==> src/rtl/rtc_clk_monitor.sv <==
// Period checker for the RTC divider outputs: per-channel lock, last period and fault pulses.
// Optional build macro RTC_MON_SYNC_EN adds a 2-flop synchronizer in front of each edge detector.

module RtcMonChannel #(
  parameter int unsigned EXP        = 2000,
  parameter int unsigned TOL        = 2,
  parameter int unsigned LOCK_COUNT = 2,
  parameter int unsigned W          = 12
) (
  input  logic         clk_i,
  input  logic         rst_i,
  input  logic         in_i,
  output logic         locked_o,
  output logic [W-1:0] period_o,
  output logic         err_o,
  output logic         errEvt_o
);

  typedef enum logic [1:0] {IDLE, MEASURE, LOCKED, FAULT} stateT;

  localparam logic [W-1:0] MAX_CNT = W'(EXP + TOL);
  localparam logic [W-1:0] LO      = W'(EXP - TOL);
  localparam logic [3:0]   LOCK_N  = 4'(LOCK_COUNT);

  stateT        state_q, state_d;
  logic [W-1:0] cnt_q, cnt_d;
  logic [W-1:0] period_q, period_d;
  logic [3:0]   good_q, good_d;
  logic         err_q, err_d;
  logic         prev_q;
  logic         synced;
  logic         edgeDet;
  logic         timeout;
  logic         periodEvt;
  logic         periodOk;
  logic [W-1:0] measured;

`ifdef RTC_MON_SYNC_EN
  logic sync1_q, sync2_q;

  always_ff @(posedge clk_i) begin
    if (rst_i) begin
      sync1_q <= 1'b0;
      sync2_q <= 1'b0;
    end else begin
      sync1_q <= in_i;
      sync2_q <= sync1_q;
    end
  end

  assign synced = sync2_q;
`else
  assign synced = in_i;
`endif

  // A timeout and an edge share the same measured value cnt+1, so one adder serves both.
  assign edgeDet   = synced & ~prev_q;
  assign timeout   = (state_q != IDLE) && (cnt_q == MAX_CNT) && !edgeDet;
  assign periodEvt = (state_q != IDLE) && (edgeDet || timeout);
  assign measured  = cnt_q + W'(1);
  assign periodOk  = (measured >= LO) && (measured <= MAX_CNT);

  always_comb begin
    state_d  = state_q;
    cnt_d    = cnt_q;
    good_d   = good_q;
    period_d = period_q;
    err_d    = 1'b0;
    if (state_q == IDLE) begin
      cnt_d = '0;
      if (edgeDet) state_d = MEASURE;
    end else begin
      cnt_d = periodEvt ? '0 : cnt_q + W'(1);
      if (periodEvt) period_d = measured;
      case (state_q)
        MEASURE: begin
          if (periodEvt) begin
            if (periodOk) begin
              good_d = (good_q == 4'hF) ? good_q : good_q + 4'd1;
              if (good_d >= LOCK_N) state_d = LOCKED;
            end else begin
              good_d = '0;
            end
          end
        end
        LOCKED: begin
          if (periodEvt && !periodOk) begin
            err_d   = 1'b1;
            good_d  = '0;
            state_d = FAULT;
          end
        end
        FAULT: begin
          if (periodEvt && periodOk) begin
            good_d  = 4'd1;
            state_d = (LOCK_N == 4'd1) ? LOCKED : MEASURE;
          end
        end
        default: ;
      endcase
    end
  end

  always_ff @(posedge clk_i) begin
    if (rst_i) begin
      state_q  <= IDLE;
      cnt_q    <= '0;
      good_q   <= '0;
      period_q <= '0;
      err_q    <= 1'b0;
      prev_q   <= 1'b0;
    end else begin
      state_q  <= state_d;
      cnt_q    <= cnt_d;
      good_q   <= good_d;
      period_q <= period_d;
      err_q    <= err_d;
      prev_q   <= synced;
    end
  end

  assign locked_o = (state_q == LOCKED);
  assign period_o = period_q;
  assign err_o    = err_q;
  assign errEvt_o = err_d;

endmodule

module rtc_clk_monitor #(
  parameter int unsigned FAST_PERIOD = 2000,
  parameter int unsigned SLOW_PERIOD = 5000000,
  parameter int unsigned TOL         = 2,
  parameter int unsigned LOCK_COUNT  = 2,
  parameter int unsigned FAST_W      = 12,
  parameter int unsigned SLOW_W      = 24
) (
  input  logic              sys_clk,
  input  logic              rst,
  input  logic              clk_500Hz,
  input  logic              clk_5s,
  output logic              fast_locked,
  output logic              slow_locked,
  output logic [FAST_W-1:0] fast_period,
  output logic [SLOW_W-1:0] slow_period,
  output logic              fast_err,
  output logic              slow_err,
  output logic              fault_sticky
);

  logic fastErrEvt, slowErrEvt;
  logic fault_sticky_q;

  RtcMonChannel #(
    .EXP(FAST_PERIOD), .TOL(TOL), .LOCK_COUNT(LOCK_COUNT), .W(FAST_W)
  ) uFast (
    .clk_i(sys_clk), .rst_i(rst), .in_i(clk_500Hz),
    .locked_o(fast_locked), .period_o(fast_period),
    .err_o(fast_err), .errEvt_o(fastErrEvt)
  );

  RtcMonChannel #(
    .EXP(SLOW_PERIOD), .TOL(TOL), .LOCK_COUNT(LOCK_COUNT), .W(SLOW_W)
  ) uSlow (
    .clk_i(sys_clk), .rst_i(rst), .in_i(clk_5s),
    .locked_o(slow_locked), .period_o(slow_period),
    .err_o(slow_err), .errEvt_o(slowErrEvt)
  );

  // Set alongside the err pulse register so both become visible in the same cycle.
  always_ff @(posedge sys_clk) begin
    if (rst)                           fault_sticky_q <= 1'b0;
    else if (fastErrEvt || slowErrEvt) fault_sticky_q <= 1'b1;
  end

  assign fault_sticky = fault_sticky_q;

endmodule

==> config.mk <==
export PLATFORM = sky130hd
export DESIGN_NAME = rtc_clk_monitor
export DESIGN_NICKNAME = d
export VERILOG_FILES = /design/src/rtl/rtc_clk_monitor.sv
export SDC_FILE = /design/constraint.sdc
export NUM_CORES = 1
export LEC_CHECK = 0
export ABC_AREA = 1
export ABC_CLOCK_PERIOD_IN_PS = 3000
export BUFFER_PORTS_ARGS = -buffer_cell sky130_fd_sc_hd__buf_2
export CAP_MARGIN = 10
export CORE_MARGIN = 5
export CORE_UTILIZATION = 51
export DETAILED_ROUTE_END_ITERATION = 10
export HOLD_SLACK_MARGIN = 0.08
export PLACE_DENSITY = 0.7
export RECOVER_POWER = 25
export SLEW_MARGIN = 25
export SYNTH_ARGS = -nofsm -noshare
export SYNTH_HDL_FRONTEND = slang
export SYNTH_HIERARCHICAL = 1
export SYNTH_SLANG_ARGS = --single-unit
==> constraint.sdc <==
create_clock -name sys_clk -period 3 [get_ports sys_clk]
set_input_delay 0.6 -clock sys_clk [delete_from_list [all_inputs] [get_ports sys_clk]]
set_output_delay 0.6 -clock sys_clk [all_outputs]
set_load 0.03 [all_outputs]
---- Word level (Yosys, flattened, before mapping) ----
Cells that the tools add are included.
storage, ports and cells
  register bits after elaboration ......... 89
  word-level logic and storage cells ...... 126
cells by class
  add/subtract/negate cells ............... 4
  $lt $le $gt $ge ......................... 6
  equal/unequal tests ..................... 28
  multiplexer cells ....................... 34
  bitwise gates (word level) .............. 6
  reductions and logical operators ........ 35
operator list
  cell                     number
  $mux W4                  10
  $ne A3 B1 Y1 const B     10
  $mux W2                  14
  $add A24 B1 Y24 const B  1
  $eq A24 B23 Y1 const B   1
  $ge A24 B23 Y1 const B   1
  $le A24 B23 Y1 const B   1
  $pmux W4 S3              2
  $ne A2 B1 Y1 const B     8
  $reduce_and A7 Y1        2
  $add A12 B1 Y12 const B  1
  $eq A12 B11 Y1 const B   1
  $ge A12 B11 Y1 const B   1
  $le A12 B11 Y1 const B   1
  $logic_and A1 B1 Y1      12
  $pmux W2 S3              2
  $reduce_and A5 Y1        2
  $add A4 B1 Y4 const B    2
  $eq A2 B2 Y1 const B     4
  $eq A4 B4 Y1 const B     2
  $ge A4 B2 Y1 const B     2
  $reduce_bool A4 Y1       2
  $mux W1                  6
  $reduce_bool A3 Y1       2
  other kinds (9)          23

---- Logic depth before layout (Yosys ltp) ----
  depth after elaboration ................. 11
  depth in mapped cells ................... 21
  depth with buffers taken out ............ 21

---- Hierarchy ----
Netlist, hierarchy kept.
by module, submodules not included
  module                 instances  cells an instance  area an instance (um2)
  RtcMonChannel (uSlow)  1          429                2989.1
  RtcMonChannel (uFast)  1          251                1751.7
  rtc_clk_monitor        1          4                  32.5

---- Worst setup path after synthesis ----
OpenSTA, ideal clock, no wires.
  path kind ............................... reg-to-reg
  start ................................... reg uSlow.cnt_q[0]
  end ..................................... reg uSlow.good_q[2]
  library setup time ...................... 129 ps
  arrival ................................. 2126 ps
  setup slack ............................. 745 ps
  stages on the path, launching flop included .. 21
  buffers on the path ..................... 0
  clock period less this slack ............ 2255 ps
  path through ............................ dfxtp_1 > ha_1 > nand2_1 > nor2_4 > nand3_2 > inv_2 > nand2_1 > nand2_1 > nand2_2 > nor2_4 > nand2_1 > nand2_1 > nand2_2 > nand2_1 > nand2_2 > nand3_4 > nand2_4 > nand2_4 > nand3_4 > a21oi_1 > nor3_2
on the way
  longest elaborated chain between the ends .. 8
RTL lines
  what                                                                     line  source
  start: declaration                                                       26    logic [W-1:0] cnt_q, cnt_d;
  start signal: assignment                                                 114   cnt_q <= cnt_d;
  parallel branches: the longest is 8 deep, another holds $add A24 B1 Y24  n/a
  end signal: assignment                                                   115   good_q <= good_d;
  end: declaration                                                         28    logic [3:0] good_q, good_d;
Parallel ways; which one is timed is not known. The select of a mux whose other input is x is not followed.
A chain may end at the register's enable or synchronous reset.

---- Worst setup path after layout ----
Same ends and word-level chain as after synthesis.

==> results.py <==
metrics = {
    "cts": {
        "cts_made_buffers": 9,
        "clk_path_buf_depth": 2,
        "cts-root-buf": "clkbuf_8",
        "post_cts_buffers": 0,
        "clock-sinks": 89,
        "ctsResizeCount": 0,
        "clk_latency_ns": 0.36,
        "hold_buffers": 0,
        "path_clk_slew_ns": 0.09,
        "cts_tree": "yes",
        "htreeDepth": 3,
    },
    "timing": {
        "hold_violations": 0,
        "worstMarginPinSlew_ns": 0.868,
        "finalClockSkew_ns": 0.0129,
        "max_freq_ghz": 0.369,
        "setup_violations": 0,
        "slew_headroom": 0.421,
        "rsz0062_at_grt": "false",
        "period_minus_slack_ns": 2.71,
        "slew_violations": 0,
        "setup_tns_ns": 0,
        "fin_crit_sh": 0.902,
    },
    "yosys": {
        "synth_area_leader_cell": "dfxtp_1",
        "synth_edf_count": 0,
        "synthCells": 684,
        "synth_seq_area_share": 0.373,
        "syn_area_um2": 4770,
        "ys_seq_elements": 89,
        "async_flop_share": 0,
        "synthFlopType": "dfxtp_1",
        "synthTopCellsByArea": "dfxtp_1 37%, nand2_1 11%, nor2_1 8.7%",
        "ys_types": 36,
        "syn_area_per_cell_um2": 6.98,
        "synth_top_area_frac": 0.373,
        "ys.warnings.count": 6,
        "syn-num-nets": 708,
    },
    "hold_path": {
        "worstHoldPathType": "input pin to register",
    },
    "floorplan": {
        "die_y_um": 107,
        "core_area_um2": 9200,
        "start_util": 0.519,
        "die_area_um2": 11400,
        "rows": 35,
        "die_w_um": 107,
        "pin_count": 45,
    },
    "final_layout": {
        "fin_nets": 751,
        "area_growth_pct": 10.2,
        "n_antenna_cell": 0,
        "n_fill_cell": 900,
        "drive_gt1_frac": 0.120,
        "fin_cells": 842,
    },
    "critical_path": {
        "startpoint_type": "register",
        "critPathMaxFanout": 8,
        "end_kind": "register",
        "cp.required_ns": 3.21,
        "crit_type": "register to register",
        "cp.arrival_ns": 2.92,
    },
    "flow_run": {
        "cap_violations": 0,
    },
    "power": {
        "pwr-share-clk": 0.217,
        "comb_power_share": 0.378,
        "p_per_area_nw_per_um2": 716,
        "sw_frac_of_total": 0.407,
        "switching_power_mw": 1.53,
        "p_leak_nw": 2.15,
        "p_int_mw": 2.23,
        "seq_power_share": 0.405,
        "max-vdd-ir-drop_mv": 0.298,
    },
    "route": {
        "drc": 0,
        "post_drt_wl_per_cell_um": 13.0,
        "dr.pass1.iters": 4,
        "drtIter0Drc": 146,
        "vias": 4371,
        "via_per_inst": 5.19,
        "wl_um": 10900,
        "detail-route-antenna-nets": 0,
    },
    "outcome": {
        "status": "finished, final reports clean",
    },
    "grt": {
        "grt_max_degree": 49,
        "grtUsageTotal": 0.197,
        "grt_pass1_wl_um": 18100,
        "overflow": 0,
        "grt_pass1_vias": 3937,
        "antenna_found_initial": 0,
    },
    "place": {
        "dp_cells": 827,
        "io_buffers": 44,
        "place_hpwl_um": 8270,
        "gp_congestion": 0.898,
    },
}
through the flow:
step | hold slack (ns) | setup slack, ns | util | cell area [um2] | total power [mW]
finish | 0.454 | 0.293 | 0.572 | 5260 | 3.76
global route | 0.458 | 0.00631 | 0.572 | 5260 | 4.05
CTS | 0.447 | 0.299 | 0.576 | 5300 | 3.83
detailed placement | 0.452 | 0.318 | 0.555 | 5100 | 3.00
global placement | 0.438 | 0.409 | 0.555 | 5100 | 2.96
floorplan | 0.462 | 0.745 | - | 4770 | 2.65
final timing paths:
| path | from | endpoint | slack, ns | cells past startpoint |
|---|---|---|---|---|
| max | uSlow/cnt_q[0] | uSlow/good_q[2] | 0.29 | 18 |
| min reg2reg | fault_sticky | fault_sticky | 0.46 | 2 |
| min | clk_5s | uSlow/prev_q | 0.45 | 3 |
| max reg2reg | uSlow/cnt_q[0] | uSlow/good_q[2] | 0.29 | 18 |
cell type report:
cell class	count	area [um2]	area share
Clock inverter	5	56.3	0.0107
Multi-Input combinational cell	500	2630	0.500
Clock buffer	10	138	0.0262
Sequential cell	89	1780	0.339
Timing Repair Buffer	46	209	0.0397
Tap cell	111	139	0.0264
Inverter	81	304	0.0578
state kept, by name, summed over array words and instances, names as in the netlist:
name / cells
fault_sticky: 1
uSlow/prev_q: 1
uFast/prev_q: 1
uFast/period_o: 12
uFast/state_q: 2
uSlow/state_q: 2
uFast/err_o: 1
uFast/cnt_q: 12
uSlow/period_o: 24
uSlow/cnt_q: 24
uSlow/err_o: 1
uFast/good_q: 4
uSlow/good_q: 4
cell usage after synthesis, types with 3 or more instances:
library cell	n
nand2_2	18
a21oi_1	39
nand3_4	3
nor2_1	111
dfxtp_1	89
nand4_1	10
nand3_2	6
a211oi_1	7
inv_2	5
xnor2_1	3
nand2_1	146
o21ai_1	3
clkbuf_1	10
xor2_1	6
o21ai_0	45
nor3_1	9
nand3_1	33
inv_1	76
ha_1	20
o21bai_1	3
nor4_1	3
buf_2	3
nand2_4	4
nor2_2	9
nor2_4	7
cell usage in the layout (no fill, tap or decap), types with 6 or more instances in the layout:
master    count
nand2_1     146
nor2_1      111
dfxtp_1      89
inv_1        76
o21ai_0      45
a21oi_1      39
nand3_1      33
clkbuf_1     31
ha_1         20
nand2_2      18
buf_2        13
clkbuf_8     10
nand4_1      10
nor2_2        9
nor3_1        9
nor2_4        7
a211oi_1      7
nand3_2       6
xor2_1        6
metal layers:
layer / vias to the layer above / wire length (um) / global-route usage
met5: - / 0 / 0
met4: 0 / 197 / 0.0740
met2: 75 / 5140 / 0.344
li1: 2285 / - / -
met1: 1995 / 5140 / 0.242
met3: 16 / 453 / 0.0331
critical path, cell delays in order (launching register included):
cell and delay, ns:
dfxtp_1 0.45, ha_1 0.24, nand2_1 0.10, nor2_4 0.14, nand3_2 0.15, nand2_2 0.13
nand2_1 0.08, nor2_2 0.21, nor2_1 0.08, nor2_2 0.10, nand2_1 0.05, nor2_1 0.12
nand2_1 0.08, nand2_2 0.10, nand4_1 0.10, nand2_2 0.11, nand3_4 0.11, a21oi_1 0.18
nor3_2 0.05
cells by family (layout without fill, tap and decap cells):
| family | Yosys count | count (layout) | share of synthesized area |
|---|---|---|---|
| XOR/XNOR | 9 | 9 | 0.0165 |
| flip-flops | 89 | 89 | 0.373 |
| buffers and inverters | 95 | 142 | 0.0755 |
| adder cells (fa/ha/maj) | 20 | 20 | 0.0524 |
| AND/OR/NAND/NOR | 366 | 366 | 0.362 |
| AO/OA/AOI/OAI | 105 | 105 | 0.120 |
power by group through the flow:
| stage | combinational [mW] | clock (mW) | sequential [mW] |
|---|---|---|---|
| after global routing | 1.59 | 0.901 | 1.55 |
| final | 1.42 | 0.817 | 1.53 |
| after detailed placement | 1.45 | 0 | 1.55 |
| after global placement | 1.42 | 0 | 1.54 |
| after CTS | 1.46 | 0.847 | 1.52 |
| after floorplan | 0.921 | 0 | 1.73 |
No activity file was read; power rests on OpenSTA's default activity.
